File: src/rtl/keypad_pkg.sv
// Shared types and constants for the 4x4 keypad scanner.
// Column drive is one-hot with column 0 on the MSB.
package keypad_pkg;

    localparam int SCAN_TICKS_DEF = 27_000;
    localparam int DEB_TICKS_DEF  = 8;

    typedef enum logic [1:0] {
        SCAN,
        DEBOUNCE,
        PRESSED,
        RELEASE
    } kp_state_t;

    localparam logic [3:0] COL_0 = 4'b1000;
    localparam logic [3:0] COL_1 = 4'b0100;
    localparam logic [3:0] COL_2 = 4'b0010;
    localparam logic [3:0] COL_3 = 4'b0001;

    function automatic logic [3:0] col_onehot(input logic [1:0] idx);
        logic [3:0] oh;
        case (idx)
            2'd0:    oh = COL_0;
            2'd1:    oh = COL_1;
            2'd2:    oh = COL_2;
            default: oh = COL_3;
        endcase
        return oh;
    endfunction

    // Lowest set row wins when several rows are active together.
    function automatic logic [1:0] low_row(input logic [3:0] rows);
        logic [1:0] idx;
        if (rows[0])      idx = 2'd0;
        else if (rows[1]) idx = 2'd1;
        else if (rows[2]) idx = 2'd2;
        else              idx = 2'd3;
        return idx;
    endfunction

endpackage

File: src/rtl/scan_tick_gen.sv
// Free-running divider: one-cycle tick every SCAN_TICKS clocks.
// Tick is asserted while the counter sits at its terminal value.
module scan_tick_gen #(
    parameter int SCAN_TICKS = keypad_pkg::SCAN_TICKS_DEF
) (
    input  logic clk,
    input  logic reset,
    output logic tick
);

    localparam int CW = (SCAN_TICKS > 1) ? $clog2(SCAN_TICKS) : 1;

    logic [CW-1:0] cnt;

    assign tick = (cnt == CW'(SCAN_TICKS - 1));

    always_ff @(posedge clk) begin
        if (reset) begin
            cnt <= '0;
        end else if (tick) begin
            cnt <= '0;
        end else begin
            cnt <= cnt + 1'b1;
        end
    end

endmodule

File: src/rtl/keypad_scan_ctrl.sv
// 4x4 keypad column scanner with tick-based press/release debounce.
// Rows are synchronized, decisions happen only on scan ticks.
module keypad_scan_ctrl
    import keypad_pkg::*;
#(
    parameter int SCAN_TICKS = SCAN_TICKS_DEF,
    parameter int DEB_TICKS  = DEB_TICKS_DEF
) (
    input  logic       clk,
    input  logic       reset,
    input  logic [3:0] filas_raw,
    output logic [3:0] columnas,
    output logic [3:0] key_code,
    output logic       key_valid,
    output logic       key_held
);

    localparam int DW = $clog2(DEB_TICKS + 1);
    localparam logic [DW-1:0] DEB_LAST = DW'(DEB_TICKS - 1);

    logic            tick;
    logic [3:0]      sync1;
    logic [3:0]      rows_s;
    kp_state_t       state;
    kp_state_t       state_n;
    logic [1:0]      col_idx;
    logic [1:0]      col_idx_n;
    logic [3:0]      rows_lat;
    logic [3:0]      rows_lat_n;
    logic [DW-1:0]   deb_cnt;
    logic [DW-1:0]   deb_cnt_n;
    logic [3:0]      key_code_n;
    logic            key_valid_n;

    scan_tick_gen #(
        .SCAN_TICKS(SCAN_TICKS)
    ) u_tick (
        .clk  (clk),
        .reset(reset),
        .tick (tick)
    );

    always_ff @(posedge clk) begin
        if (reset) begin
            sync1  <= '0;
            rows_s <= '0;
        end else begin
            sync1  <= filas_raw;
            rows_s <= sync1;
        end
    end

    always_ff @(posedge clk) begin
        if (reset) begin
            state     <= SCAN;
            col_idx   <= '0;
            rows_lat  <= '0;
            deb_cnt   <= '0;
            key_code  <= '0;
            key_valid <= 1'b0;
        end else begin
            state     <= state_n;
            col_idx   <= col_idx_n;
            rows_lat  <= rows_lat_n;
            deb_cnt   <= deb_cnt_n;
            key_code  <= key_code_n;
            key_valid <= key_valid_n;
        end
    end

    always_comb begin
        state_n     = state;
        col_idx_n   = col_idx;
        rows_lat_n  = rows_lat;
        deb_cnt_n   = deb_cnt;
        key_code_n  = key_code;
        key_valid_n = 1'b0;
        case (state)
            SCAN: begin
                if (tick) begin
                    if (rows_s == 4'd0) begin
                        col_idx_n = col_idx + 2'd1;
                    end else begin
                        rows_lat_n = rows_s;
                        deb_cnt_n  = '0;
                        state_n    = DEBOUNCE;
                    end
                end
            end
            DEBOUNCE: begin
                if (tick) begin
                    if (rows_s == rows_lat) begin
                        deb_cnt_n = deb_cnt + 1'b1;
                        if (deb_cnt == DEB_LAST) begin
                            state_n     = PRESSED;
                            key_code_n  = {col_idx, low_row(rows_lat)};
                            key_valid_n = 1'b1;
                        end
                    end else begin
                        state_n   = SCAN;
                        col_idx_n = col_idx + 2'd1;
                    end
                end
            end
            PRESSED: begin
                if (tick && rows_s == 4'd0) begin
                    deb_cnt_n = '0;
                    state_n   = RELEASE;
                end
            end
            RELEASE: begin
                if (tick) begin
                    if (rows_s == 4'd0) begin
                        deb_cnt_n = deb_cnt + 1'b1;
                        if (deb_cnt == DEB_LAST) begin
                            state_n   = SCAN;
                            col_idx_n = col_idx + 2'd1;
                        end
                    end else begin
                        // A bounce back to active rows keeps the key held.
                        deb_cnt_n = '0;
                        state_n   = PRESSED;
                    end
                end
            end
            default: state_n = SCAN;
        endcase
    end

    assign columnas = col_onehot(col_idx);
    assign key_held = (state == PRESSED) || (state == RELEASE);

endmodule

File: config.mk
export PLATFORM = sky130hd
export DESIGN_NAME = keypad_scan_ctrl
export DESIGN_NICKNAME = d
export VERILOG_FILES = /design/src/rtl/keypad_pkg.sv /design/src/rtl/scan_tick_gen.sv /design/src/rtl/keypad_scan_ctrl.sv
export SDC_FILE = /design/constraint.sdc
export NUM_CORES = 1
export LEC_CHECK = 0
export CAP_MARGIN = 10
export CORE_MARGIN = 1
export CORE_UTILIZATION = 40
export DETAILED_ROUTE_END_ITERATION = 10
export PLACE_DENSITY_LB_ADDON = 0.12
export SETUP_SLACK_MARGIN = 0.05
export SYNTH_ARGS = -nofsm -noshare
export SYNTH_HDL_FRONTEND = slang
export SYNTH_SLANG_ARGS = --single-unit
File: constraint.sdc
create_clock -name clk -period 3.37 [get_ports clk]
set_clock_uncertainty 0.1 [all_clocks]
set_input_delay 0.5055 -clock clk [delete_from_list [all_inputs] [get_ports clk]]
set_output_delay 0.5055 -clock clk [all_outputs]
set_load 0.05 [all_outputs]
# Word-level counts from Yosys, hierarchy flattened
# Cells that the tools add are included.
# op_classes
bitwise	4
muxes	31
add_sub_neg	3
eq_ne	20
n_reduce_logical	13
# op_table
operator	count
$mux W2	18
$mux W4	7
$ne A2 B2 Y1 const B	10
$pmux W4 S4	1
$add A15 B1 Y15 const B	1
$eq A15 B15 Y1 const B	1
$pmux W4 S3	1
$pmux W2 S4	1
$reduce_and A8 Y1	1
$reduce_and A7 Y1	1
$eq A2 B2 Y1 const B	3
$ne A3 B3 Y1 const B	2
$pmux W2 S3	1
$reduce_and A6 Y1	1
$add A4 B1 Y4 const B	1
$eq A2 B1 Y1 const B	2
$eq A4 B3 Y1 const B	1
$eq A4 B4 Y1	1
$logic_not A2 Y1	2
$logic_not A4 Y1	1
$not A1 Y1	4
$reduce_and A4 Y1	1
$reduce_or A4 Y1	1
$reduce_and A3 Y1	1
6 further kinds	7
# word_totals
word_cells	80
reg_bits	40
inputBits	6

# Depth between registers and ports, before layout
# Gate-level depths: netlist of the first run.
# logic_depth
ltp_word	5
depth_mapped	6
mapped_depth_nobuf	6

# Cells and area by module
# Synthesis of the first run repeated with hierarchy kept, for this count alone.
# unflattened
cells_unflattened	210
area_unflattened_um2	1925.6
# by_module_without_submodules
mod	seq_area_each_um2	area_per_inst_um2	cells_per_inst	instances
keypad_scan_ctrl	500.5	1229.9	135	1
scan_tick_gen	300.3	695.7	75	1

# Least setup slack after synthesis of the first run
# No wires, ideal clock.
# synth_path
path_kind	reg-to-reg
start	register u_tick.cnt[0]
end	register key_code[1]
arrival_time_ps	1713
path_slack_ps	1429
stages_incl_launch_ff	7
path_buffers	0
synth_period_minus_slack_ps	1941
required_time_ps	3142
path_cell_list	dfxtp_1 > ha_1 > and3_1 > nand4_2 > nor4b_4 > mux2i_1 > nor2_1
# synth_via
elab_chain_len	2
# synth_lines
element	line_no	text
start, declared	scan_tick_gen.sv:13	logic [CW-1:0] cnt;
start signal, assigned	scan_tick_gen.sv:23	cnt <= cnt + 1'b1;
$eq A15 B15 Y1	scan_tick_gen.sv:15	assign tick = (cnt == CW'(SCAN_TICKS - 1));
$reduce_and A4 Y1 (no source line)	-	
end signal, assigned	keypad_scan_ctrl.sv:66	key_code <= key_code_n;
end, declared	keypad_scan_ctrl.sv:13	output logic [3:0] key_code,
# No other way between the ends.
# A chain may end at the register's enable or synchronous reset.

# Worst setup path after layout of the first run
# layout_path
start	register state[1]
end	output key_held
# layout_via
elab_chain_len	2
word_cells_on_any_way	3
classes_between	2 x eq/ne; 1 x reduce/logical
# layout_lines
element	line_no	text
start, declared	keypad_scan_ctrl.sv:24	kp_state_t state;
start signal, assigned	keypad_scan_ctrl.sv:62	state <= state_n;
$eq A2 B2 Y1	keypad_scan_ctrl.sv:131	assign key_held = (state == PRESSED) || (state == RELEASE);
$logic_or A1 B1 Y1 (*)	keypad_scan_ctrl.sv:131	
end, declared	keypad_scan_ctrl.sv:15	output logic key_held
# Every way passes the cells marked *; elsewhere a longest branch is shown, timed or not.

==> results of run 1 <==
-- worst reg2reg max path, cell delays in order (launching register included) --
cell     delay [ns]
dfxtp_1        0.37
ha_1           0.26
and3_1         0.21
nand4_2        0.25
nor4b_4        0.56
mux2i_1        0.25
nor2_1         0.05
-- kinds of logic (layout without fill, tap and decap cells) --
family	count (synthesis)	in the layout	synth area share, %
simple gates	89	89	28.83
fa+ha+maj	6	6	4.199
xor+xnor	16	16	7.837
flops	40	40	44.79
compound gates	19	19	6.578
buf+inv	13	29	2.729
mux	9	9	5.039
-- per-layer routing --
metal / vias to the layer above / share of wire, % / GRT usage, %
li1: 691 / - / -
met1: 627 / 52 / 20.82
met2: 13 / 45 / 23.79
met3: 2 / 2.7 / 5.099
met4: 0 / 0.76 / 5.357
met5: - / 0 / 0
-- synth_stat cells, types with 3 or more instances --
| master | instances | area [µm²] |
|---|---|---|
| dfxtp_1 | 40 | 800.8 |
| nor2_1 | 32 | 120.1 |
| nor2b_1 | 12 | 75.07 |
| xor2_1 | 10 | 87.58 |
| mux2i_1 | 9 | 90.09 |
| nand2_1 | 8 | 30.03 |
| clkbuf_1 | 7 | 26.28 |
| o21ai_0 | 7 | 35.03 |
| a21oi_1 | 6 | 30.03 |
| ha_1 | 6 | 75.07 |
| inv_1 | 6 | 22.52 |
| nand3_1 | 6 | 30.03 |
| nand4_1 | 6 | 37.54 |
| xnor2_1 | 6 | 52.55 |
| or3_1 | 4 | 25.02 |
| and3_1 | 3 | 18.77 |
| nor4_1 | 3 | 18.77 |
-- state kept, by name (all words and copies together) (netlist names) --
| register | cells |
|---|---|
| rows_s | 4 |
| sync1 | 4 |
| rows_lat | 4 |
| u_tick.cnt | 15 |
| key_valid | 1 |
| key_code | 4 |
| state | 2 |
| col_idx | 2 |
| deb_cnt | 4 |
-- worst paths after layout --
kind	from	to	slack [ns]
max reg2reg	u_tick.cnt[0]	key_code[3]	1.22
min	sync1[3]	rows_s[3]	0.34
max	state[1]	key_held	0.96
min reg2reg	sync1[3]	rows_s[3]	0.34
-- layout make-up --
class / instances / area [µm²] / share of cell area, %
Sequential cell: 40 / 800.8 / 38.53
Multi-Input combinational cell: 139 / 938.4 / 45.15
Tap cell: 50 / 62.56 / 3.010
Inverter: 6 / 22.52 / 1.084
Clock buffer: 7 / 96.34 / 4.636
Timing Repair Buffer: 16 / 157.7 / 7.586
-- metrics by stage --
stage	total power, mW	area (µm²)	setup slack, ns	util (%)	hold WS, ns
floorplan	0.5211	1788	1.429	-	0.3138
detailed placement	0.5334	1982	1.189	47.83	0.3321
CTS	0.8713	2078	0.9466	50.15	0.3513
global placement	0.5322	1982	1.298	47.83	0.3197
finish	0.8565	2078	0.9585	50.15	0.3436
global route	0.8987	2078	0.8759	50.15	0.3630
-- where the power goes --
group	switching, mW	leakage [nW]	total [mW]	internal, mW
clock	0.152	0.0503	0.334	0.182
combinational	0.0201	0.365	0.0365	0.0164
sequential	0.00610	0.324	0.486	0.480
total	0.178	0.739	0.856	0.679
==> flow_summary.json, run 1 <==
{
  "portBuffers": 15,
  "synthArstFlopShare_pct": 0,
  "slew-limit-headroom_pct": 41.25,
  "startpoint_type": "flip-flop",
  "criticalPathCategory": "reg -> out",
  "cp_max_fo": 12,
  "cpPeakStageDelay_ns": 0.90,
  "status": "complete, no violations",
  "gr-total-overflow": 0,
  "slowest_stage": "clkdlybuf4s50_1",
  "syn_area_um2": 1788,
  "drt-pass1-iter-count": 4,
  "fillerInstances": 411,
  "synth-edff-count": 0,
  "endpoint_kind": "output port",
  "ant_nets": 0,
  "worst-slew-pin-transition_ns": 0.8733,
  "clk_latency_ns": 0.28,
  "fp.dieW_um": 68.86,
  "ys_seq_area_share_pct": 44.79,
  "hold_viol": 0,
  "htreeDepth": 2,
  "post_drt_wl_per_cell_um": 12.70,
  "start_util_pct": 43.15,
  "hold_class": "reg -> reg",
  "grt_pass1_vias": 1227,
  "ys_warn_count": 0,
  "cts_num_sinks": 40,
  "clockBufferDepth": 2,
  "cts.clk_slew.worst_paths_ns": 0.08,
  "wl_um": 3277,
  "area_delta_synth_final_pct": 16.23,
  "power_density_nw_per_um2": 412.1,
  "dr.first_iter.drc_count": 54,
  "gp_congestion": 0.8528,
  "drc": 0,
  "synth_nets": 204,
  "holdBufCountCts": 0,
  "num_vias": 1333,
  "grt_usage_pct": 15.70,
  "drive_gt1_share_pct": 7.212,
  "crit_buf_inv": 1,
  "antenna_cells": 0,
  "synth_cell_types": 36,
  "cap_viol_max_count": 0,
  "layout_common_cells": "dfxtp_1 (40), nor2_1 (32), clkdlybuf4s50_1 (15), nor2b_1 (12), xor2_1 (10)",
  "synth_ff_type": "dfxtp_1",
  "dp_hpwl_um": 2310,
  "cts_buffers": 5,
  "antenna_found_initial": 0,
  "irDropWorstVdd_mv": 0.2266,
  "grt_pass1_wl_um": 5513,
  "cp.required_ns": 2.76,
  "rows": 23,
  "finalNetCount": 220,
  "syn_inst": 192,
  "ys_seq_elements": 40,
  "fin_cells": 258,
  "core_area_um2": 4144,
  "dp.cells": 251,
  "cp_num_cells": 1,
  "setup_viol": 0,
  "whs_path_depth": 1,
  "path_delay_family": "buffers and inverters",
  "reg2reg_depth": 6,
  "grt_setup_unrepaired": "no",
  "grt_max_degree": 28,
  "postCtsSetupBuffers": 0,
  "synth_area_per_cell_um2": 9.312,
  "ioPinCount": 16,
  "worstPathArrival_ns": 1.81,
  "p_leak_nw": 0.7394,
  "vias_per_cell": 5.167,
  "period_share_pct": 71.56,
  "die_area_um2": 4741,
  "critical_path.cell_chain": "clkdlybuf4s50_1",
  "die_h_um": 68.86,
  "clockRootBuffer": "clkbuf_8",
  "cts_tree": "built",
  "finalSetupTns_ns": 0,
  "finalCriticalPeriod_ns": 2.411,
  "slew_violations": 0,
  "final_common_cell": "dfxtp_1",
  "cts_resized": 0,
  "fmax_mhz": 414.7
}
Power figures use the tool's default switching activity.
==> inputs of run 2 (changes only) <==
- clock period: 3.37 -> 2.5 ns (I/O delays scaled with it)
==> run 2 against run 1 <==
Compared with the run above: global-route usage rose by 0.84 points; first-iteration DRC count is 31% higher; via count grew 5.1%; core utilization increased by 0.97 points; count of clock-buffer cells in the layout is 1 lower; routed wire length increased by 2.2%; critical path depth increased by 2; largest cell class unchanged; sequential cell count did not move.
==> flow_summary.json, run 2 (same netlist as run 1, synthesis figures left out) <==
{
  "status": "complete, no violations",
  "r2r_end": "key_code[0]",
  "gp_congestion": 0.8013,
  "path_delay_family": "buffers and inverters",
  "num_vias": 1401,
  "rows": 23,
  "cts.clk_slew.worst_paths_ns": 0.08,
  "antenna_cells": 0,
  "power_density_nw_per_um2": 594.6,
  "fmax_mhz": 454.4,
  "ant_nets": 0,
  "slew_violations": 0,
  "worst-slew-pin-transition_ns": 0.6500,
  "setup_viol": 0,
  "clockBufferDepth": 2,
  "hold_viol": 0,
  "drive_gt1_share_pct": 8.531,
  "regMostFlops": "u_tick.cnt",
  "grt_pass1_wl_um": 5658,
  "wl_um": 3349,
  "die_h_um": 68.86,
  "area_delta_synth_final_pct": 18.47,
  "endpoint_kind": "output port",
  "vias_per_cell": 5.368,
  "worstPathArrival_ns": 1.73,
  "drt-pass1-iter-count": 4,
  "grt_setup_unrepaired": "no",
  "startpoint_type": "flip-flop",
  "holdBufCountCts": 0,
  "start_util_pct": 43.15,
  "die_area_um2": 4741,
  "clk_latency_ns": 0.29,
  "cts_resized": 0,
  "fp.dieW_um": 68.86,
  "reg2reg_depth": 6,
  "largest_reg_flops": 15,
  "grt_max_degree": 18,
  "gr-total-overflow": 0,
  "utilization_pct": 51.12,
  "dp_hpwl_um": 2452,
  "post_drt_wl_per_cell_um": 12.83,
  "hold_class": "reg -> reg",
  "p_leak_nw": 0.7607,
  "holdCritStartpoint": "sync1[2]",
  "cp.required_ns": 2.03,
  "ioPinCount": 16,
  "cap_viol_max_count": 0,
  "final_common_cell": "dfxtp_1",
  "antenna_found_initial": 0,
  "finalCriticalPeriod_ns": 2.201,
  "htreeDepth": 2,
  "cpPeakStageDelay_ns": 0.70,
  "postCtsSetupBuffers": 0,
  "holdPathEnd": "rows_s[2]",
  "r2r-start": "u_tick.cnt[0]",
  "drc": 0,
  "crit_buf_inv": 2,
  "cts_num_sinks": 40,
  "cts_buffers": 5,
  "whs_path_depth": 1,
  "portBuffers": 15,
  "layout_common_cells": "dfxtp_1 (40), nor2_1 (32), clkdlybuf4s50_1 (15), nor2b_1 (12), xor2_1 (10)",
  "dr.first_iter.drc_count": 71,
  "irDropWorstVdd_mv": 0.5107,
  "critical_path.cell_chain": "inv_1, ha_1, clkdlybuf4s50_1",
  "grt_pass1_vias": 1275,
  "criticalPathCategory": "reg -> out",
  "cts_tree": "built",
  "finalSetupTns_ns": 0,
  "r2r_slack_ns": 0.30,
  "cp_num_cells": 3,
  "period_share_pct": 88.03,
  "cp_max_fo": 5,
  "slew-limit-headroom_pct": 56.10,
  "finalNetCount": 222,
  "core_area_um2": 4144,
  "slowest_stage": "clkdlybuf4s50_1",
  "clockRootBuffer": "clkbuf_8",
  "grt_usage_pct": 16.54
}
[run 2: worst max path at each step]
stage          slack (ns)     endpoint           from
2_1_floorplan        0.56  key_code[1]  u_tick.cnt[0]
3_3_place_gp         0.43  key_code[0]  u_tick.cnt[0]
3_5_place_dp         0.30  key_code[2]  u_tick.cnt[0]
4_1_cts              0.28  columnas[1]     col_idx[0]
5_1_grt              0.16   deb_cnt[1]      rows_s[2]
6_report             0.30  columnas[1]     col_idx[0]
[run 2: metrics by stage]
stage               worst slack [ns]  instance area (µm²)  power (mW)  instances  hold WS [ns]
finish                        0.2993                 2118       1.259        261        0.3472
global route                  0.1606                 2118       1.312        261        0.3625
CTS                           0.2772                 2118       1.268        261        0.3523
detailed placement            0.3030                 1997      0.7222        253        0.3340
global placement              0.4328                 1997      0.7196        253        0.3195
floorplan                     0.5590                 1788      0.7024        192        0.3138
[run 2: cell type report]
| cell class | count | area [µm²] |
|---|---|---|
| fillers | 394 | 2026 |
| multi-input cells | 139 | 938.4 |
| flip-flops and latches | 40 | 800.8 |
| inverters | 6 | 22.52 |
| repair buffers | 18 | 172.7 |
| clock inverters | 2 | 38.79 |
| well taps | 50 | 62.56 |
| clock buffers | 6 | 82.58 |
[run 2: worst register-to-register path, delay by kind of cell (launching register included)]
family                   cells  cell delay, ns
flip-flops                   1            0.38
multiplexers                 1            0.25
AND/OR/NAND/NOR              4            1.08
adder cells (fa/ha/maj)      1            0.27
[run 2: report_power, final]
group          internal, mW  switching (mW)  leakage (nW)
Clock                 0.326           0.226        0.0614
Combinational        0.0242          0.0277         0.375
Sequential            0.647         0.00832         0.324
[run 2: per-layer routing]
layer  part of all wire, %  routed length (µm)  global-route usage [%]
met1                    48                1614                   20.34
met2                    46                1527                   26.58
met3                   5.2                 174                   6.579
met4                  0.99                  33                   4.592
met5                     0                   0                       0
==> inputs of run 3 (changes only) <==
==> constraint.sdc (replaced) <==
create_clock -name clk -period 2.5 [get_ports clk]
set_clock_uncertainty 0.1 [all_clocks]
set_input_delay 0.25 -clock clk [delete_from_list [all_inputs] [get_ports clk]]
set_output_delay 0.25 -clock clk [all_outputs]
set_load 0.05 [all_outputs]
==> run 3 against run 2 <==
Compared with the run above: clock power fell by 32%; sequential cell count unchanged; critical path depth decreased by 2; core utilization fell by 1.4 points; sequential power is essentially flat; routed wire length down 1.3%; worst setup slack worse by 0.0067 ns; critical endpoint is now key_held.
==> flow_summary.json, run 3 (same netlist as run 1, synthesis figures left out) <==
{
  "fmax_mhz": 453.0,
  "crit_buf_inv": 1,
  "p_leak_nw": 0.7298,
  "clk_latency_ns": 0.29,
  "fp.dieW_um": 68.86,
  "vias_per_cell": 5.214,
  "dr.first_iter.drc_count": 40,
  "utilization_pct": 49.67,
  "hold_viol": 0,
  "slew_violations": 0,
  "irDropWorstVdd_mv": 0.2846,
  "cts_tree": "built",
  "drc": 0,
  "slowest_stage": "clkdlybuf4s50_1",
  "worst-slew-pin-transition_ns": 0.6617,
  "setup_viol": 0,
  "setup_slack_ns": 0.2926,
  "antenna_cells": 0,
  "die_h_um": 68.86,
  "gr-total-overflow": 0,
  "die_area_um2": 4741,
  "worstPathArrival_ns": 1.86,
  "whs_path_depth": 1,
  "finalNetCount": 221,
  "regMostFlops": "u_tick.cnt",
  "startpoint_type": "flip-flop",
  "area_delta_synth_final_pct": 15.12,
  "cpPeakStageDelay_ns": 0.91,
  "ioPinCount": 16,
  "cp.required_ns": 2.15,
  "antenna_found_initial": 0,
  "gp_congestion": 0.8071,
  "cts_num_sinks": 40,
  "holdBufCountCts": 0,
  "cts.clk_slew.worst_paths_ns": 0.07,
  "criticalPathCategory": "reg -> out",
  "cap_viol_max_count": 0,
  "core_area_um2": 4144,
  "cts_resized": 0,
  "num_vias": 1340,
  "finalSetupTns_ns": 0,
  "path_delay_family": "buffers and inverters",
  "holdWs_ns": 0.3428,
  "ant_nets": 0,
  "critical_path.cell_chain": "clkdlybuf4s50_1",
  "slew-limit-headroom_pct": 55.31,
  "rows": 23,
  "period_share_pct": 88.30,
  "placed_area_um2": 1989,
  "dp_hpwl_um": 2417,
  "postCtsSetupBuffers": 0,
  "grt_setup_unrepaired": "no",
  "start_util_pct": 43.15,
  "status": "complete, no violations",
  "final_common_cell": "dfxtp_1",
  "pre_cts_slack_ns": 0.3539,
  "finalInstanceArea_um2": 2058,
  "portBuffers": 15,
  "layout_common_cells": "dfxtp_1 (40), nor2_1 (32), clkdlybuf4s50_1 (15), nor2b_1 (12), xor2_1 (10)",
  "grt_usage_pct": 16.66,
  "wl_um": 3306,
  "finalCriticalPeriod_ns": 2.207,
  "grt_max_degree": 18,
  "endpoint_kind": "output port",
  "clockBufferDepth": 2,
  "largest_reg_flops": 15,
  "cts_buffers": 5,
  "post_drt_wl_per_cell_um": 12.86,
  "fin_cells": 257,
  "cp_max_fo": 12,
  "drt-pass1-iter-count": 4,
  "htreeDepth": 2,
  "grt_pass1_wl_um": 5699,
  "hold_class": "reg -> reg",
  "cp_num_cells": 1,
  "grt_pass1_vias": 1294,
  "drive_gt1_share_pct": 6.763,
  "power_density_nw_per_um2": 526.5,
  "reg2reg_depth": 6,
  "fillerInstances": 420,
  "clockRootBuffer": "clkbuf_8",
  "dp.cells": 252,
  "totalPowerFinal_mw": 1.084
}
run 3: layout make-up:
class / instances / area [µm²] / share of cell area [%]
multi-input combinational: 139 / 938.4 / 45.59
clock buffer: 5 / 68.82 / 3.343
inverter: 6 / 22.52 / 1.094
tap: 50 / 62.56 / 3.040
sequential: 40 / 800.8 / 38.91
timing repair buffer: 17 / 165.2 / 8.024
run 3: final timing paths:
check / start / to / slack [ns]
max: state[1] / key_held / 0.29
min: sync1[3] / rows_s[3] / 0.34
max reg2reg: u_tick.cnt[0] / key_code[3] / 0.35
min reg2reg: sync1[3] / rows_s[3] / 0.34
run 3: per-layer routing:
metal  share of wire (%)  GRT usage (%)
met1                  49          20.90
met5                   0              0
met2                  45          25.73
met4                 1.8          7.908
met3                 3.5          5.263
run 3: report_power, final:
part | internal, mW | switching (mW)
Clock | 0.180 | 0.197
Sequential | 0.647 | 0.00821
Combinational | 0.0242 | 0.0277
